### src/rtl/irq_controller.sv
`timescale 1ns/1ps
`default_nettype none
// ----------------------------------------------------------------------------
// irq_controller : 8-line prioritised interrupt controller with a CPU
//                  request/ack handshake and a 4-register configuration port.
// Revision 1.0
// ----------------------------------------------------------------------------
module irq_controller #(
  parameter int NUM_IRQ     = 8,
  parameter int SYNC_STAGES = 2
) (
  input  logic               clk,
  input  logic               arst,
  input  logic [NUM_IRQ-1:0] ext_irq_req,
  input  logic               cfg_wr,
  input  logic               cfg_rd,
  input  logic [1:0]         cfg_addr,
  input  logic [7:0]         cfg_wdata,
  output logic [7:0]         cfg_rdata,
  output logic               irq_out,
  output logic [2:0]         irq_vector,
  input  logic               irq_ack
);

  localparam logic [1:0] ADDR_MASK = 2'd0;
  localparam logic [1:0] ADDR_ESEL = 2'd1;
  localparam logic [1:0] ADDR_PEND = 2'd2;
  localparam logic [1:0] ADDR_ISR  = 2'd3;

  typedef enum logic [0:0] {
    ST_IDLE = 1'b0,
    ST_REQ  = 1'b1
  } state_t;

  state_t state_q, state_d;

  logic [NUM_IRQ-1:0] sync_q [SYNC_STAGES];
  logic [NUM_IRQ-1:0] s_d_q;
  logic [NUM_IRQ-1:0] mask_q, edge_sel_q, edge_pend_q, in_service_q;
  logic [NUM_IRQ-1:0] edge_sel_d, edge_pend_d, in_service_d;
  logic [2:0]         vector_q, vector_d;

  logic [NUM_IRQ-1:0] s_lvl, rise, eff_pend;
  logic [NUM_IRQ-1:0] vec_onehot, eoi_onehot, ep_clr;
  logic               cand_valid, isr_any, cand_ok, latched_ok, ack_take;
  logic [2:0]         cand_idx, isr_low;
  logic               wr_mask, wr_esel, wr_pend, wr_eoi;
  logic [7:0]         rd_word;

  assign wr_mask = cfg_wr && (cfg_addr == ADDR_MASK);
  assign wr_esel = cfg_wr && (cfg_addr == ADDR_ESEL);
  assign wr_pend = cfg_wr && (cfg_addr == ADDR_PEND);
  assign wr_eoi  = cfg_wr && (cfg_addr == ADDR_ISR);

  assign s_lvl    = sync_q[SYNC_STAGES-1];
  assign rise     = s_lvl & ~s_d_q;
  // Level-mode lines bypass the pending flops entirely.
  assign eff_pend = (edge_sel_q & edge_pend_q) | (~edge_sel_q & s_lvl);

  always_ff @(posedge clk) begin
    if (!arst) begin
      for (int k = 0; k < SYNC_STAGES; k++) sync_q[k] <= '0;
      s_d_q <= '0;
    end else begin
      sync_q[0] <= ext_irq_req;
      for (int k = 1; k < SYNC_STAGES; k++) sync_q[k] <= sync_q[k-1];
      s_d_q <= s_lvl;
    end
  end

  always_comb begin
    cand_valid = 1'b0;
    cand_idx   = '0;
    isr_any    = 1'b0;
    isr_low    = '0;
    for (int i = NUM_IRQ - 1; i >= 0; i--) begin
      if (eff_pend[i] && mask_q[i]) begin
        cand_valid = 1'b1;
        cand_idx   = 3'(i);
      end
      if (in_service_q[i]) begin
        isr_any = 1'b1;
        isr_low = 3'(i);
      end
    end
  end

  // Strict preemption: only a line above every in-service line may request.
  assign cand_ok    = cand_valid && (!isr_any || (cand_idx < isr_low));
  assign latched_ok = eff_pend[vector_q] && mask_q[vector_q] &&
                      (!isr_any || (vector_q < isr_low));

  always_comb begin
    state_d  = state_q;
    vector_d = vector_q;
    ack_take = 1'b0;
    case (state_q)
      ST_IDLE: begin
        if (cand_ok) begin
          state_d  = ST_REQ;
          vector_d = cand_idx;
        end
      end
      ST_REQ: begin
        if (irq_ack) begin
          ack_take = 1'b1;
          state_d  = ST_IDLE;
        end else if (!latched_ok) begin
          state_d = ST_IDLE;
        end
      end
      default: state_d = ST_IDLE;
    endcase
  end

  always_comb begin
    vec_onehot           = '0;
    vec_onehot[vector_q] = 1'b1;
    eoi_onehot           = '0;
    eoi_onehot[isr_low]  = isr_any;

    // EOI retires the old lowest bit before the ack adds its own.
    in_service_d = (in_service_q & ~(wr_eoi ? eoi_onehot : '0)) |
                   (ack_take ? vec_onehot : '0);

    edge_sel_d = wr_esel ? cfg_wdata[NUM_IRQ-1:0] : edge_sel_q;
    ep_clr     = (wr_pend ? cfg_wdata[NUM_IRQ-1:0] : '0) |
                 ((ack_take && edge_sel_q[vector_q]) ? vec_onehot : '0);
    edge_pend_d = ((edge_pend_q & ~ep_clr) | (rise & edge_sel_q)) & edge_sel_d;

    rd_word = '0;
    case (cfg_addr)
      ADDR_MASK: rd_word[NUM_IRQ-1:0] = mask_q;
      ADDR_ESEL: rd_word[NUM_IRQ-1:0] = edge_sel_q;
      ADDR_PEND: rd_word[NUM_IRQ-1:0] = eff_pend;
      default:   rd_word[NUM_IRQ-1:0] = in_service_q;
    endcase
  end

  always_ff @(posedge clk) begin
    if (!arst) begin
      state_q      <= ST_IDLE;
      vector_q     <= '0;
      irq_out      <= 1'b0;
      mask_q       <= '0;
      edge_sel_q   <= '0;
      edge_pend_q  <= '0;
      in_service_q <= '0;
      cfg_rdata    <= '0;
    end else begin
      state_q      <= state_d;
      vector_q     <= vector_d;
      irq_out      <= (state_d == ST_REQ);
      edge_sel_q   <= edge_sel_d;
      edge_pend_q  <= edge_pend_d;
      in_service_q <= in_service_d;
      if (wr_mask) mask_q <= cfg_wdata[NUM_IRQ-1:0];
      if (cfg_rd) cfg_rdata <= rd_word;
    end
  end

  assign irq_vector = vector_q;

endmodule
`default_nettype wire
### config.mk
export PLATFORM = sky130hd
export DESIGN_NAME = irq_controller
export DESIGN_NICKNAME = d
export VERILOG_FILES = /design/src/rtl/irq_controller.sv
export SDC_FILE = /design/constraint.sdc
export NUM_CORES = 1
export LEC_CHECK = 0
export ABC_AREA = 1
export CORE_UTILIZATION = 45
export CTS_CLUSTER_DIAMETER = 100
export DETAILED_ROUTE_END_ITERATION = 8
export PLACE_DENSITY = 0.72
export SYNTH_ARGS = -nofsm -noshare
export SYNTH_HDL_FRONTEND = slang
export SYNTH_SLANG_ARGS = --single-unit
### constraint.sdc
create_clock -name clk -period 5.77 [get_ports clk]
set_input_delay 0.577 -clock clk [delete_from_list [all_inputs] [get_ports clk]]
set_output_delay 0.577 -clock clk [all_outputs]
set_load 0.01 [all_outputs]
==> Word level (Yosys, flattened, before mapping) <==
Memories as Yosys holds them, arrays and structs flattened.
Index checks and enable logic that the tools add are counted.
{ "word_totals": {"ff_bits": 52, "ram_bits": 16, "in_bits": 23, "output_inout_bits": 12, "elab_cells": 118, "n_memories": 1} }
{ "mem_list": {"columns": ["name", "words", "word_bits", "read_ports", "rd_clocked_by_memory_dff", "wr", "line_no", "text"], "rows": [
  ["sync_q", 2, 8, 2, 0, 2, "37", "logic [NUM_IRQ-1:0] sync_q [SYNC_STAGES];"]
]} }
{ "classes": {"magnitude_cmp": 6, "n_eq_ne": 3, "n_mux": 58, "bitwise_logic": 19, "n_reduce_logical": 23} }
{ "op_table": {"columns": ["operator", "count"], "rows": [
  ["$and 8x8->8", 8],
  ["$mux 8", 7],
  ["$mux 3", 16],
  ["$not 8->8", 4],
  ["$or 8x8->8", 4],
  ["$mux 1", 28],
  ["$pmux 8 s3", 1],
  ["$logic_and 1x1->1", 18],
  ["$bmux 1 s3", 3],
  ["$lt 3x4->1 const B", 2],
  ["$demux 1 s3", 2],
  ["$ge 3x1->1 const B", 2],
  ["$lt 3x3->1", 2],
  ["$eq 2x2->1 const B", 2],
  ["$eq 2x1->1 const B", 1],
  ["$logic_not 2->1", 1],
  ["$logic_or 1x1->1", 2],
  ["$or 1x1->1", 2],
  ["$pmux 1 s2", 1],
  ["$reduce_and 2->1", 1],
  ["$logic_not 1->1", 1],
  ["$not 1->1", 1]
]} }

==> Depth between registers and ports, before layout <==
Gate-level depths: netlist of run 1.
{ "depth": {"ltp_word": 17, "ltp_mapped": 18, "depth_no_buf": 18} }

==> Worst setup path before layout of run 1 <==
OpenSTA, ideal clock, no wires.
{ "synth_timing": {"path_type": "register -> register", "from": "register edge_sel_q[4]", "to": "register vector_q[1], in the netlist irq_vector[1]", "setup_time_ns": 0.115, "arrival_time_ns": 1.702, "t_required_ns": 5.655, "setup_slack_ns": 3.953, "stages_incl_launch_ff": 15, "n_path_buf": 0, "period_less_slack_ns": 1.817, "cell_sequence": "dfxtp_1 inv_1 nand2_1 nand2_1 nand2_4 nand2_1 nor2_1 nor2_1 ha_1 a21oi_1 nand2_1 nand2_2 nand3_1 nand2_1 nor2_1"} }
{ "synth_between": {"elab_chain_cells": 13, "word_cells_on_any_way": 19, "classes_between": "order compare: 1; mux: 10; bitwise: 4; reduce/logical: 4"} }
{ "synth_lines": {"columns": ["item", "line_no", "text"], "rows": [
  ["start, declared", "39", "logic [NUM_IRQ-1:0] mask_q, edge_sel_q, edge_pend_q, in_service_q;"],
  ["start signal, assigned", "154", "edge_sel_q <= edge_sel_d;"],
  ["$not 8->8", "58", "assign eff_pend = (edge_sel_q & edge_pend_q) | (~edge_sel_q & s_lvl);"],
  ["$and 8x8->8", "58", null],
  ["$or 8x8->8 (*)", "58", null],
  ["$logic_and 1x1->1 (*)", "77", "if (eff_pend[i] && mask_q[i]) begin"],
  ["$mux 3 (*) (5 in a row)", "77", null],
  ["named net cand_idx[2]", "46", "logic [2:0] cand_idx, isr_low;"],
  ["$lt 3x3->1 (*)", "89", "assign cand_ok = cand_valid && (!isr_any || (cand_idx < isr_low));"],
  ["$logic_or 1x1->1 (*)", "89", null],
  ["$logic_and 1x1->1 (*)", "89", null],
  ["$reduce_and 2->1 (no line) (*)", null, null],
  ["end signal, assigned", "152", "vector_q <= vector_d;"],
  ["end, declared", "41", "logic [2:0] vector_q, vector_d;"]
]} }
The timed path passes the listed nets; every way through them passes the cells marked *.
A chain may end at the register's enable or synchronous reset.

==> Worst setup path after layout of run 1 <==
{ "layout_timing": {"from": "input port cfg_addr[1]", "to": "register mask_q[1]"} }
{ "layout_between": {"elab_chain_cells": 2} }
{ "layout_lines": {"columns": ["item", "line_no", "text"], "rows": [
  ["start, declared", "17", "input logic [1:0] cfg_addr,"],
  ["$logic_not 2->1", "50", "assign wr_mask = cfg_wr && (cfg_addr == ADDR_MASK);"],
  ["$logic_and 1x1->1", "50", null],
  ["end signal, assigned", "157", "if (wr_mask) mask_q <= cfg_wdata[NUM_IRQ-1:0];"],
  ["end, declared", "39", null]
]} }
Every way passes these cells.

==> impl_metrics.csv, run 1 <==
group,metric,value,unit
setup_path,criticalPathCategory,"primary input to flip-flop",
detailed_routing,initial_drc_count,172,
logic_synthesis,synth-edff-count,0,
clock_tree,hold_buffers,0,
clock_tree,clock_insertion_delay_worst_skew,0.34,ns
timing,final_period_minus_worst_setup_slack,2.24,ns
clock_tree,cts_tree,"done",
grt,antenna_violations_before_repair,0,
clock_tree,post-cts-setup-buffer-count,0,
logic_synthesis,async_reset_ff_share,0,%
min_path,worst_hold_startpoint,"sync_q[0][5]",
timing,grt_setup_unrepaired,"false",
clock_tree,cts.htree.levels,3,
placed_design,dp.final_hpwl,5890,µm
clock_tree,cts_buffer_depth,2,
setup_path,timing.rr.start,"edge_sel_q[4]",
detailed_routing,routed_wl,7980,µm
layout,design.final.nets,515,
layout,final_util,56.6,%
placed_design,io_buffers,34,
detailed_routing,vias,3010,
setup_path,arrival,2.51,ns
grt,vias_in_the_first_global_route,2759,
placed_design,routabilityCongestion,0.891,
detailed_routing,drt.antenna.violating_nets,0,
setup_path,r2r_slack,3.60,ns
detailed_routing,wl_per_cell,13.5,µm
setup_path,worst_setup_path_end_kind,"flip-flop",
detailed_routing,remaining_drc_errors,0,
floorplanning,fp.dieH,86.6,µm
setup_path,cp_max_fo,16,
setup_path,critical-path-max-stage-delay,0.64,ns
logic_synthesis,ys_seq_elements,68,
pwr,static-leakage-power,1.75,nW
timing,setup_viol,0,
logic_synthesis,yosys_warns,0,
floorplanning,floorplan.die_area,7500,µm²
floorplanning,floorplan.die.width,86.6,µm
pwr,peak_vdd_ir,0.000182,V
detailed_routing,detail_route.vias_per_cell,5.11,
floorplanning,core,6870,µm²
grt,first_pass_grt_wire_length,13200,µm
logic_synthesis,yosysUniqueCellTypes,40,
floorplanning,io_pins,35,
detailed_routing,detail_route.first_pass.iterations,5,
setup_path,regToRegEndpoint,"state_q",
setup_path,path_cells,"clkdlybuf4s50_1 > nor2_2 > inv_1 > nor2_1 > o21ai_0 > a21oi_1",
setup_path,slowest_stage,"nor2_1",
timing,timing_hold_violations_final,0,
timing,transition_time_at_the_pin_with_the_least_slew_margin,0.816,ns
layout,fraction_of_final_layout_cells_with_drive_strength_greater_than_1,9.74,%
flow_run,maxCapViolations,0,
clock_tree,cts_repair_resize_count,0,
min_path,worstHoldEndpoint,"sync_q[0][13]",
timing,slew_viol_final,0,
grt,total_grt_usage,23.1,%
logic_synthesis,syn_area,3220,µm²
clock_tree,clock_sink_count,68,
setup_path,critPathRequiredTime,6.04,ns
timing,tns,0,ns
clock_tree,numCtsBuffers,9,
logic_synthesis,synthesis.area_per_instance,7.14,µm²
timing,finalCritPeriodShare,38.9,%
logic_synthesis,mappedNetlistNets,478,
logic_synthesis,synthesized_instance_count,451,
grt,grt_remaining_overflow,0,
min_path,hold_class,"flip-flop to flip-flop",
floorplanning,fp-row-count,30,
pwr,p_total,1.10,mW
logic_synthesis,synthFlopType,"dfxtp_1",
layout,syn_to_final_growth,20.6,%
timing,max_slew_margin,45.4,%
grt,grt_max_degree,52,
pwr,pwr_density_cell,284,nW/µm²
clock_tree,clkTransAtPathRegs,0.07,ns
timing,final.setup_skew,0.00650,ns
logic_synthesis,seq_area_frac_synth,42.3,%
setup_path,reg2reg_depth,13,
min_path,instance_count_along_the_most_critical_hold_path,2,
floorplanning,start_util,46.9,%
setup_path,timing.critical_path.from_type,"primary input",
layout,fillers,684,
timing,fmax_achieved,446,MHz
run_status,outcome,"finished clean",
layout,insertedDiodeCount,0,
clock_tree,clk_root_buffer_cell,"clkbuf_8",
## worst max path at each step
stage | startpoint | endpoint | slack (ns) | depth (start not counted)
after floorplan | edge_sel_q[4] | irq_vector[1] | 3.95 | 14
after global placement | cfg_addr[1] | mask_q[0] | 3.36 | 6
after detailed placement | cfg_addr[1] | mask_q[1] | 3.23 | 6
after CTS | cfg_addr[1] | mask_q[1] | 3.57 | 6
after global routing | edge_sel_q[0] | state_q | 3.35 | 16
final | cfg_addr[1] | mask_q[1] | 3.53 | 6
## through the flow
step                      worst slack, ns  area, µm²  instances  hold slack [ns]
after floorplan                      3.95       3220        451            0.390
after global placement               3.36       3640        573            0.393
after detailed placement             3.23       3640        573            0.395
after CTS                            3.57       3890        589            0.414
after global routing                 3.35       3890        589            0.424
final                                3.53       3890        589            0.413
## layer usage
layer | part of all wire (%) | track usage, % | vias up
met5 | 0 | 0 | -
met1 | 47 | 29.0 | 1364
met3 | 4.5 | 4.19 | 20
li1 | - | - | 1535
met2 | 46 | 38.7 | 91
met4 | 2.4 | 10.3 | 0
## critical path: cells and delay by family
kind | cells | cell delay (ns)
buf+inv | 2 | 0.59
simple gates | 2 | 0.97
compound gates | 2 | 0.38
## cells by family after synthesis
family	synth area share [%]
fa+ha+maj	1.55
flops	42.3
simple gates	23.7
buf+inv	10.8
compound gates	21.7
## power breakdown
part / internal [mW] / switching [mW]
Clock: 0.291 / 0.193
Combinational: 0.0489 / 0.0670
Sequential: 0.487 / 0.0170
Total: 0.827 / 0.277
## placed cells by master, fill, tap and decap left out, drive strengths merged, types with 7 or more instances in the layout
cell             n
nand2          117
inv             79
dfxtp           68
o21ai           39
a21oi           38
clkdlybuf4s50   34
nor2            31
o21bai           9
clkbuf           9
nand3            9
a21boi           8
nor3             7
## flip-flops by register name, summed over array words and instances, names as in the netlist
| name | flops |
|---|---|
| state_q | 1 |
| edge_pend_q | 8 |
| s_d_q | 8 |
| in_service_q | 8 |
| mask_q | 8 |
| irq_vector | 3 |
| cfg_rdata | 8 |
| sync_q | 16 |
| edge_sel_q | 8 |
## Yosys cell counts, types with 2 or more instances
| master | count | area [µm²] |
|---|---|---|
| nand3_1 | 8 | 40.0 |
| a221oi_1 | 6 | 52.6 |
| a31o_2 | 3 | 26.3 |
| inv_2 | 13 | 48.8 |
| buf_6 | 2 | 22.5 |
| o21ai_0 | 38 | 190 |
| nand3b_1 | 4 | 30.0 |
| buf_2 | 2 | 10.0 |
| ha_1 | 4 | 50.1 |
| o21bai_1 | 9 | 67.6 |
| nand2_2 | 4 | 25.0 |
| o2111ai_1 | 2 | 17.5 |
| nand2_1 | 112 | 420 |
| a21boi_1 | 8 | 60.1 |
| clkbuf_1 | 4 | 15.0 |
| nand4_1 | 6 | 37.5 |
| nor3_1 | 6 | 30.0 |
| a22oi_1 | 3 | 22.5 |
| o211ai_1 | 2 | 15.0 |
| nor2_1 | 25 | 93.8 |
| nor2_2 | 5 | 31.3 |
| dfxtp_1 | 68 | 1360 |
| inv_1 | 65 | 244 |
| a21oi_1 | 36 | 180 |
## layout make-up
cell class	instances	area [µm²]	area share, %
clock inverter	7	124	3.19
clock buffer	9	124	3.19
tap	96	120	3.09
timing repair buffer	35	348	8.95
sequential	68	1360	35.0
multi-input combinational	295	1510	38.9
inverter	79	297	7.63
Note: power is estimated with default switching activity, not from simulation.
==> run 2, diff against run 1 <==
PLACE_DENSITY = 0.74   (was 0.72)
clock period = 1.9 ns   (was 5.77 ns; I/O delays follow)
==> run 2 against run 1 <==
Against the previous run:
- power grew to 3.1 times the previous value
- combinational power grew to 3.9 times the previous value
- global-route usage grew 1.9 points
- sequential power grew to 3.0 times the previous value
- hold slack lost 0.062 ns
- register-to-register slack lost 3.6 ns
- clock-buffer cell count grew 1
- sequential cell count is the same
- die area is the same
- clock skew grew 0.00080 ns
- highest routed layer unchanged
==> impl_metrics.csv, run 2 (same netlist as run 1, synthesis figures left out) <==
group,metric,value,unit
run_status,outcome,"finished clean",
grt,grt_remaining_overflow,0,
min_path,worstHoldEndpoint,"sync_q[0][7]",
placed_design,dp.final_hpwl,6480,µm
detailed_routing,wl_per_cell,14.1,µm
min_path,hold_class,"primary input to flip-flop",
setup_path,timing.critical_path.from_type,"flip-flop",
clock_tree,clock_sink_count,68,
detailed_routing,initial_drc_count,319,
setup_path,reg2reg_depth,15,
setup_path,critical-path-max-stage-delay,0.37,ns
detailed_routing,drt.antenna.violating_nets,0,
layout,stdcell_count,627,
setup_path,regToRegEndpoint,"irq_vector[0]",
grt,globalRouteMet1Util,32.3,%
detailed_routing,routed_wl,8860,µm
pwr,peak_vdd_ir,0.000650,V
flow_run,maxCapViolations,0,
layout,fraction_of_final_layout_cells_with_drive_strength_greater_than_1,24.1,%
pwr,static-leakage-power,1.98,nW
grt,total_grt_usage,25.0,%
setup_path,path_common_cell,"nand2_2",
layout,insertedDiodeCount,0,
clock_tree,clkTransAtPathRegs,0.08,ns
timing,finalCritPeriodShare,97.9,%
layout,design.final.nets,553,
layout,multi_input_comb_area,1650,µm²
detailed_routing,remaining_drc_errors,0,
floorplanning,core,6870,µm²
timing,max_slew_margin,62.8,%
clock_tree,clock_insertion_delay_worst_skew,0.36,ns
layout,layout_common_cells,"nand2_1, inv_1, dfxtp_1",
clock_tree,numCtsBuffers,9,
setup_path,timing.rr.start,"edge_sel_q[7]",
layout,largest_reg_flops,16,
timing,setup_viol,0,
grt,gr-max-usage-layer,"met2",
timing,grt_setup_unrepaired,"true",
setup_path,critPathBufInv,2,
setup_path,path_delay_family,"simple AND/OR/NAND/NOR gates",
timing,final_period_minus_worst_setup_slack,1.86,ns
clock_tree,cts_tree,"done",
clock_tree,clk_root_buffer_cell,"clkbuf_8",
setup_path,r2r_slack,0.04,ns
setup_path,arrival,2.11,ns
min_path,worst_hold_startpoint,"ext_irq_req[7]",
setup_path,slowest_stage,"dfxtp_4",
grt,vias_in_the_first_global_route,2930,
setup_path,cp_max_fo,7,
clock_tree,cts.htree.levels,3,
layout,register_area,1390,µm²
pwr,p_total,3.37,mW
setup_path,critPathRequiredTime,2.15,ns
grt,grt_max_degree,39,
setup_path,worst_setup_path_end_kind,"flip-flop",
clock_tree,cts_buffer_depth,2,
detailed_routing,vias,3227,
floorplanning,start_util,46.9,%
timing,tns,0,ns
timing,transition_time_at_the_pin_with_the_least_slew_margin,0.553,ns
grt,globalRouteMet3Util,5.52,%
clock_tree,hold_buffers,0,
min_path,instance_count_along_the_most_critical_hold_path,3,
layout,largest_register_by_flop_count,"sync_q",
floorplanning,floorplan.die_area,7500,µm²
timing,timing_hold_violations_final,0,
layout,fillers,628,
layout,syn_to_final_growth,35.2,%
timing,slew_viol_final,0,
placed_design,io_buffers,34,
timing,final.setup_skew,0.00730,ns
setup_path,path_cells,"inv_2 > nand2_2 > nand2_4 > o21ai_4 > a31oi_1 > nor2_1 > ha_1 > nand2_2 > inv_2 > nand2_2 > nand2_2 > nand2_4 > nand3_1 > nand2_1 > nor2_1",
detailed_routing,detail_route.vias_per_cell,5.15,
placed_design,routabilityCongestion,0.920,
pwr,pwr_density_cell,773,nW/µm²
floorplanning,fp-row-count,30,
placed_design,dp.cells,603,
grt,grtUsageMet2,39.4,%
timing,fmax_achieved,537,MHz
detailed_routing,detail_route.first_pass.iterations,5,
floorplanning,fp.dieH,86.6,µm
floorplanning,io_pins,35,
grt,antenna_violations_before_repair,0,
floorplanning,floorplan.die.width,86.6,µm
layout,final_common_cell,"nand2_1",
grt,first_pass_grt_wire_length,13900,µm
setup_path,criticalPathCategory,"flip-flop to flip-flop",
run 2: how the worst max path moves through the flow:
stage	from	to	slack, ns	cells after the start
6_report	edge_sel_q[7]	irq_vector[0]	0.04	15
5_1_grt	edge_sel_q[7]	irq_vector[2]	-0.08	15
4_1_cts	edge_sel_q[5]	state_q	0.002	13
3_5_place_dp	edge_sel_q[1]	irq_vector[2]	-0.04	15
3_3_place_gp	edge_sel_q[1]	irq_vector[2]	0.03	17
2_1_floorplan	edge_sel_q[4]	irq_vector[1]	0.08	14
run 2: power by group:
| part | total (mW) | internal, mW | switching, mW |
|---|---|---|---|
| clock | 1.39 | 0.786 | 0.600 |
| sequential | 1.53 | 1.48 | 0.0501 |
| combinational | 0.453 | 0.214 | 0.239 |
| total | 3.37 | 2.48 | 0.889 |
run 2: what timing repair did:
item	in CTS	in global routing
buffers inserted	0	8
endpoints found under the setup margin	4	4
resized for setup	5	50
pin swaps	0	16
run 2: per-layer routing:
| layer | wire, µm | share of wire [%] |
|---|---|---|
| met1 | 4000 | 45 |
| met2 | 4130 | 47 |
| met3 | 504 | 5.7 |
| met4 | 227 | 2.6 |
| met5 | 0 | 0 |
run 2: area by class of cell:
| cell class | count | share of cell area, % |
|---|---|---|
| timing repair buffer | 73 | 15.4 |
| inverter | 79 | 6.81 |
| tap | 96 | 2.76 |
| clock buffer | 10 | 3.16 |
| sequential | 68 | 31.9 |
| clock inverter | 6 | 2.15 |
| multi-input combinational | 295 | 37.9 |
run 2: worst register-to-register path: stages (launching register included):
cell and delay [ns]:
dfxtp_4 0.37, inv_2 0.04, nand2_2 0.07, nand2_4 0.07, o21ai_4 0.18, a31oi_1 0.10, nor2_1 0.17, ha_1 0.26
nand2_2 0.06, inv_2 0.03, nand2_2 0.05, nand2_2 0.06, nand2_4 0.11, nand3_1 0.08, nand2_1 0.07, nor2_1 0.03
run 2: through the flow:
stage	area [µm²]	hold slack, ns	util, %	worst slack (ns)
after global routing	4360	0.346	63.4	-0.0774
after floorplan	3220	0.288	-	0.0829
after detailed placement	3900	0.397	56.8	-0.0375
after CTS	4140	0.336	60.3	0.00169
after global placement	3900	0.393	56.8	0.0285
final	4360	0.351	63.4	0.0393
==> run 3, diff against run 2 <==
ABC_CLOCK_PERIOD_IN_PS = 1900   (was default)
CAP_MARGIN = 20   (was default)
HOLD_SLACK_MARGIN = 0.12   (was default)
==> results of run 3 <==
No change in the layout: final DEF, timing and power equal those of run 2.
